--- src/rtl/arb_pkg.sv ---
// Shared types and helpers for the four-way round-robin arbiter.
package arb_pkg;

    localparam int N_REQ = 4;
    localparam int ID_W  = 2;

    typedef enum logic [0:0] {
        IDLE  = 1'b0,
        GRANT = 1'b1
    } arb_state_e;

    // rot[j] = req[(j + s) mod 4]; the 2-bit sum wraps to give the modulo.
    function automatic logic [N_REQ-1:0] rotate_req(input logic [N_REQ-1:0] req,
                                                    input logic [ID_W-1:0]  s);
        logic [N_REQ-1:0] rot;
        logic [ID_W-1:0]  src;
        rot = {N_REQ{1'b0}};
        for (int j = 0; j < N_REQ; j++) begin
            src    = ID_W'(j) + s;
            rot[j] = req[src];
        end
        return rot;
    endfunction

    function automatic logic [ID_W-1:0] unrotate_id(input logic [ID_W-1:0] k,
                                                    input logic [ID_W-1:0] s);
        return k + s;
    endfunction

endpackage

--- src/rtl/rr_arbiter4_if.sv ---
// Request/grant bundle between the four clients and the arbiter.
interface rr_arbiter4_if;
    logic [3:0] req;
    logic       done;
    logic [3:0] gnt;
    logic [1:0] gnt_id;
    logic       gnt_valid;
    logic       timeout;

    modport master (
        output req, done,
        input  gnt, gnt_id, gnt_valid, timeout
    );

    modport slave (
        input  req, done,
        output gnt, gnt_id, gnt_valid, timeout
    );
endinterface

--- src/rtl/prio_enc4.sv ---
// 4-to-2 priority encoder: highest set bit wins, idx=0 and v=0 for an empty input.
module prio_enc4 (
    input  logic [3:0] x,
    output logic [1:0] idx,
    output logic       v
);

    // Fixed-priority search from bit 3 down to bit 0.
    always_comb begin
        idx = 2'd0;
        v   = 1'b0;
        if (x[3]) begin
            idx = 2'd3;
            v   = 1'b1;
        end else if (x[2]) begin
            idx = 2'd2;
            v   = 1'b1;
        end else if (x[1]) begin
            idx = 2'd1;
            v   = 1'b1;
        end else if (x[0]) begin
            idx = 2'd0;
            v   = 1'b1;
        end else begin
            idx = 2'd0;
            v   = 1'b0;
        end
    end

endmodule

--- src/rtl/rr_arbiter4.sv ---
// Round-robin arbiter for four clients with release-on-done, release-on-drop
// and a hold-time limit; always leaves one idle cycle between grants.
module rr_arbiter4
    import arb_pkg::*;
#(
    parameter int HOLD_MAX = 16,
    parameter int CW       = 4
) (
    input  logic         clk,
    input  logic         rst_n,
    rr_arbiter4_if.slave bus
);

    localparam logic [CW-1:0] HOLD_LAST = CW'(HOLD_MAX - 1);

    arb_state_e       state_r, state_s;
    logic [ID_W-1:0]  ptr_r, ptr_s;
    logic [CW-1:0]    cnt_r, cnt_s;
    logic [N_REQ-1:0] gnt_r, gnt_s;
    logic [ID_W-1:0]  gnt_id_r, gnt_id_s;
    logic             gnt_valid_r, gnt_valid_s;
    logic             timeout_r, timeout_s;

    logic [N_REQ-1:0] rot_s;
    logic [ID_W-1:0]  enc_idx_s;
    logic             enc_v_s;
    logic [ID_W-1:0]  win_id_s;

    // Rotating by the last winner puts that client at the lowest priority.
    assign rot_s    = rotate_req(bus.req, ptr_r);
    assign win_id_s = unrotate_id(enc_idx_s, ptr_r);

    prio_enc4 u_prio_enc4 (
        .x   (rot_s),
        .idx (enc_idx_s),
        .v   (enc_v_s)
    );

    // Next-state, counter, pointer and output-register values.
    always_comb begin
        state_s     = state_r;
        ptr_s       = ptr_r;
        cnt_s       = cnt_r;
        gnt_s       = gnt_r;
        gnt_id_s    = gnt_id_r;
        gnt_valid_s = gnt_valid_r;
        timeout_s   = 1'b0;
        case (state_r)
            IDLE: begin
                if (enc_v_s) begin
                    state_s     = GRANT;
                    ptr_s       = win_id_s;
                    cnt_s       = {CW{1'b0}};
                    gnt_s       = 4'b0001 << win_id_s;
                    gnt_id_s    = win_id_s;
                    gnt_valid_s = 1'b1;
                end else begin
                    state_s = IDLE;
                end
            end
            GRANT: begin
                cnt_s = cnt_r + 1'b1;
                // done and request drop outrank the limit, so timeout only fires alone.
                if (bus.done || !bus.req[gnt_id_r]) begin
                    state_s     = IDLE;
                    cnt_s       = {CW{1'b0}};
                    gnt_s       = 4'b0000;
                    gnt_valid_s = 1'b0;
                end else if (cnt_r == HOLD_LAST) begin
                    state_s     = IDLE;
                    cnt_s       = {CW{1'b0}};
                    gnt_s       = 4'b0000;
                    gnt_valid_s = 1'b0;
                    timeout_s   = 1'b1;
                end else begin
                    state_s = GRANT;
                end
            end
            default: begin
                state_s     = IDLE;
                cnt_s       = {CW{1'b0}};
                gnt_s       = 4'b0000;
                gnt_valid_s = 1'b0;
            end
        endcase
    end

    // State, pointer, counter and registered outputs.
    always_ff @(posedge clk or negedge rst_n) begin
        if (!rst_n) begin
            state_r     <= IDLE;
            ptr_r       <= {ID_W{1'b0}};
            cnt_r       <= {CW{1'b0}};
            gnt_r       <= 4'b0000;
            gnt_id_r    <= 2'd0;
            gnt_valid_r <= 1'b0;
            timeout_r   <= 1'b0;
        end else begin
            state_r     <= state_s;
            ptr_r       <= ptr_s;
            cnt_r       <= cnt_s;
            gnt_r       <= gnt_s;
            gnt_id_r    <= gnt_id_s;
            gnt_valid_r <= gnt_valid_s;
            timeout_r   <= timeout_s;
        end
    end

    assign bus.gnt       = gnt_r;
    assign bus.gnt_id    = gnt_id_r;
    assign bus.gnt_valid = gnt_valid_r;
    assign bus.timeout   = timeout_r;

endmodule

--- src/flat_wrapper.sv ---
// flat-port wrapper written by rule: the top's interface ports become plain ports
module rr_arbiter4_flat import arb_pkg::*;
#(
    parameter int HOLD_MAX = 16,
    parameter int CW       = 4
)
  (clk, rst_n, bus_req, bus_done, bus_gnt, bus_gnt_id, bus_gnt_valid, bus_timeout);
  rr_arbiter4_if bus_i ();
  input  logic clk;
  input  logic rst_n;
  input wire logic [$bits(bus_i.req)-1:0] bus_req;
  input wire logic [$bits(bus_i.done)-1:0] bus_done;
  output wire logic [$bits(bus_i.gnt)-1:0] bus_gnt;
  output wire logic [$bits(bus_i.gnt_id)-1:0] bus_gnt_id;
  output wire logic [$bits(bus_i.gnt_valid)-1:0] bus_gnt_valid;
  output wire logic [$bits(bus_i.timeout)-1:0] bus_timeout;
  assign bus_i.req = bus_req;
  assign bus_i.done = bus_done;
  assign bus_gnt = bus_i.gnt;
  assign bus_gnt_id = bus_i.gnt_id;
  assign bus_gnt_valid = bus_i.gnt_valid;
  assign bus_timeout = bus_i.timeout;
  rr_arbiter4 #(.HOLD_MAX(HOLD_MAX), .CW(CW)) u_core (.clk(clk), .rst_n(rst_n), .bus(bus_i));
endmodule
--- config.mk ---
export PLATFORM = sky130hd
export DESIGN_NAME = rr_arbiter4_flat
export DESIGN_NICKNAME = d
export VERILOG_FILES = /design/src/rtl/arb_pkg.sv /design/src/rtl/rr_arbiter4_if.sv /design/src/rtl/prio_enc4.sv /design/src/rtl/rr_arbiter4.sv /design/src/flat_wrapper.sv
export SDC_FILE = /design/constraint.sdc
export NUM_CORES = 1
export LEC_CHECK = 0
export CORE_UTILIZATION = 52
export CTS_CLUSTER_DIAMETER = 150
export DETAILED_ROUTE_END_ITERATION = 6
export MAX_ROUTING_LAYER = met4
export PLACE_DENSITY_LB_ADDON = 0.05
export SLEW_MARGIN = 25
export SYNTH_ARGS = -nofsm -noshare
export SYNTH_HDL_FRONTEND = slang
export SYNTH_SLANG_ARGS = --single-unit
--- constraint.sdc ---
create_clock -name clk -period 5.95 [get_ports clk]
set_clock_uncertainty 0.2 [all_clocks]
set_input_delay 1.19 -clock clk [delete_from_list [all_inputs] [get_ports clk]]
set_output_delay 1.19 -clock clk [all_outputs]
set_load 0.05 [all_outputs]
==> flow_summary.ini <==
[run_status]
outcome = completed

[logic_synthesis]
syn_avg_cell_area_sq_um = 9.68
yosys.cell_count.top_type = sky130_fd_sc_hd__dfrtp_1
post_synth_inst_count = 77
yosys.area.top_type_share = 0.436
ys_async_sr_fraction = 1.00
ys_seq_area_frac = 0.436
yosysTopAreaCell = sky130_fd_sc_hd__dfrtp_1
synth_enable_flop_cells = 0
ff_latch_count_synth = 13
largest_cells_by_area_after_synthesis = sky130_fd_sc_hd__dfrtp_1, sky130_fd_sc_hd__nand2_1, sky130_fd_sc_hd__ha_1, sky130_fd_sc_hd__o22ai_1, sky130_fd_sc_hd__a21oi_1
syn_nets = 86
synth_common_cells = sky130_fd_sc_hd__dfrtp_1, sky130_fd_sc_hd__nand2_1, sky130_fd_sc_hd__inv_1, sky130_fd_sc_hd__nor2_1
ys_types = 36
syn_area_sq_um = 746
synthesis.yosys.warnings = 0
postSynth.topFlopCell = sky130_fd_sc_hd__dfrtp_1

[sta]
timing.max_slew.rel_slack = 0.525
drv_slew = 0
fin_setup_tns_ps = 0
part_of_the_cycle_the_worst_path_needs = 0.522
period_needed_ps = 3100
timing.fmax_mhz = 322
rsz_0062_raised_after_global_routing = no
timing.final.setup_violations = 0
report.final.hold_viol_count = 0
worst-slew-pin-transition_ps = 706

[pwr]
netSwitchingFraction = 0.458
power-per-cell-area_nw_per_um2 = 486
sequentialPowerShare = 0.347
fraction_of_power_consumed_by_combinational_cells = 0.529
power.internal_mw = 0.240
power_leakage_nw = 0.392
irDropWorstVdd_mv = 0.241
switching_power_mw = 0.202
clkPwrFrac = 0.124
total_power_mw = 0.442

[setup_path]
critical_path.cell_chain = clkdlybuf4s50_1, nand2_1, a21oi_1, a21oi_1, a21o_1, ha_1, or3_1, o2bb2ai_1
worst_setup_path_end_kind = flip-flop
worst-path-max-fanout = 8
critPathKind = primary input to flip-flop
timing.critical_path.slowest_cell_delay_ps = 600
path_common_cell = sky130_fd_sc_hd__a21oi_1
critical_path_arrival_ps = 3100
critical_path_required_ps = 5950
setup.worst_path.start_class = primary input
critPathSlowestCell = sky130_fd_sc_hd__clkdlybuf4s50_1

[layout]
final_layout_size_suffix_gt1_frac = 0.130
postLayoutCellArea_sq_um = 908
multi_input_comb_area_sq_um = 379
n_antenna_cell = 0
num-nets-final = 102
fillers = 101
area_growth_syn_to_layout_pct = 21.8
sequential_cell_area_sq_um = 325

[grt]
grt_first_pass_wirelength_mm = 2.21
global_route.peak_usage_layer = met2
grt_use_total = 0.227
number_of_antenna_violations_at_the_first_check_in_global_routing = 0
grt_util_met1 = 0.279
met2_demand_to_capacity_share_in_global_routing = 0.339
overflow = 0
maximum_number_of_pins_on_one_net_before_global_route_repair = 14
grt_pass1_vias = 514
groute.layer.met3.usage = 0.0511

[cts]
cts_buffers = 3
ctsHtreeMaxLevel = 1
cts_resized = 0
cts_hold_repair.buffers = 0
cts_tree = built
clk_root_buffer_cell = sky130_fd_sc_hd__clkbuf_4
cts-root-to-sink-buffers = 2
worstSkewPairLatency_ps = 280
post_cts.repair.setup_buffers = 0
cts_num_sinks = 13
clk_pin_slew_worst_paths_ps = 70

[placed_design]
placed_cell_area_sq_um = 882
detailed_place_hpwl_mm = 1.10
place.gp.congestion = 0.842
numPortBuffers = 14

[drt]
final_antenna_net_count = 0
first_iter_violations = 18
post-route-drc-count = 0
drt-wirelength-per-cell_microns = 14.5
vias_per_cell = 5.95
vias = 637
post_route_wl_mm = 1.55
drt-pass1-iter-count = 4

[floorplanning]
die_y_microns = 39.9
fp.dieW_microns = 39.9
top_level_i_o_count = 15
die_area_sq_um = 1590
floorplan.rows = 13
core_area_sq_um = 1320
starting_density_of_the_core = 0.566

[run]
maxCapViolations = 0

[worst_hold_path]
hp-class = flip-flop to flip-flop
## cells by family after synthesis
group,count (synthesis),synth area share
AOI/OAI and AO/OA,24,0.235
xor gates and xnor gates,1,0.0117
adders and majority gates,2,0.0336
buffers and inverters,8,0.0554
DFF,13,0.436
muxes,4,0.0621
and+or+nand+nor,25,0.166
## state kept, by name, indices dropped and copies added (netlist names)
signal and flops:
u_core.bus.gnt 4, u_core.cnt_r 4, u_core.ptr_r 2, u_core.bus.gnt_valid 1
u_core.bus.timeout 1, u_core.state_r 1
## area by class of cell
| type | count | share of cell area |
|---|---|---|
| timing repair buffer | 14 | 0.154 |
| clock buffer | 4 | 0.0289 |
| sequential | 13 | 0.358 |
| tap | 15 | 0.0207 |
| inverter | 5 | 0.0207 |
| multi-input combinational | 56 | 0.417 |
## metrics by stage
step | util | hold slack, ps | setup slack [ps] | instances
after floorplan | - | 303 | 3260 | 77
after global placement | 0.670 | 284 | 2580 | 103
after detailed placement | 0.670 | 281 | 2570 | 103
after CTS | 0.689 | 301 | 2850 | 107
after global routing | 0.689 | 311 | 2750 | 107
final | 0.689 | 297 | 2850 | 107
## path summary, 6_finish.rpt
path,start,endpoint,slack [ps],depth (start not counted)
max reg2reg,u_core.ptr_r[1],u_core.bus.gnt[0],3730,7
max,bus_req[1],u_core.bus.gnt[0],2850,8
min reg2reg,u_core.bus.gnt[3],u_core.bus.gnt[3],300,1
min,u_core.bus.gnt[3],u_core.bus.gnt[3],300,1
max in group asynchronous,rst_n,u_core.ptr_r[0],4100,1
min in group asynchronous,rst_n,u_core.cnt_r[3],1070,1
## worst max-delay path: cells and delay by family
kind | cells | cell delay (ps)
adders and majority gates | 1 | 320
AOI/OAI and AO/OA | 4 | 540
and+or+nand+nor | 2 | 460
buffers and inverters | 1 | 600
## cells in the final DEF (no fill, tap or decap), types with 2 or more instances in the layout
| cell type | count |
|---|---|
| sky130_fd_sc_hd__a21o_1 | 2 |
| sky130_fd_sc_hd__a21oi_1 | 4 |
| sky130_fd_sc_hd__a31oi_1 | 2 |
| sky130_fd_sc_hd__clkbuf_4 | 3 |
| sky130_fd_sc_hd__clkdlybuf4s50_1 | 14 |
| sky130_fd_sc_hd__dfrtp_1 | 13 |
| sky130_fd_sc_hd__ha_1 | 2 |
| sky130_fd_sc_hd__inv_1 | 5 |
| sky130_fd_sc_hd__mux2i_1 | 2 |
| sky130_fd_sc_hd__nand2_1 | 7 |
| sky130_fd_sc_hd__nand2b_1 | 2 |
| sky130_fd_sc_hd__nand3_1 | 2 |
| sky130_fd_sc_hd__nor2_1 | 5 |
| sky130_fd_sc_hd__nor3_1 | 2 |
| sky130_fd_sc_hd__o21ai_0 | 2 |
| sky130_fd_sc_hd__o22ai_1 | 4 |
| sky130_fd_sc_hd__o2bb2ai_1 | 2 |
## routing by layer
metal | share of wire | routed length (microns)
met1 | 0.49 | 758
met2 | 0.43 | 671
met3 | 0.054 | 84
met4 | 0.024 | 38
met5 | 0 | 0
## power by group through the flow
stage	clock, mW	sequential [mW]	combinational, mW
6_report	0.0547	0.153	0.234
5_1_grt	0.0601	0.159	0.252
2_1_floorplan	0	0.193	0.134
3_3_place_gp	0	0.154	0.229
4_1_cts	0.0567	0.153	0.235
3_5_place_dp	0	0.155	0.233
No activity file was read; power rests on OpenSTA's default activity.
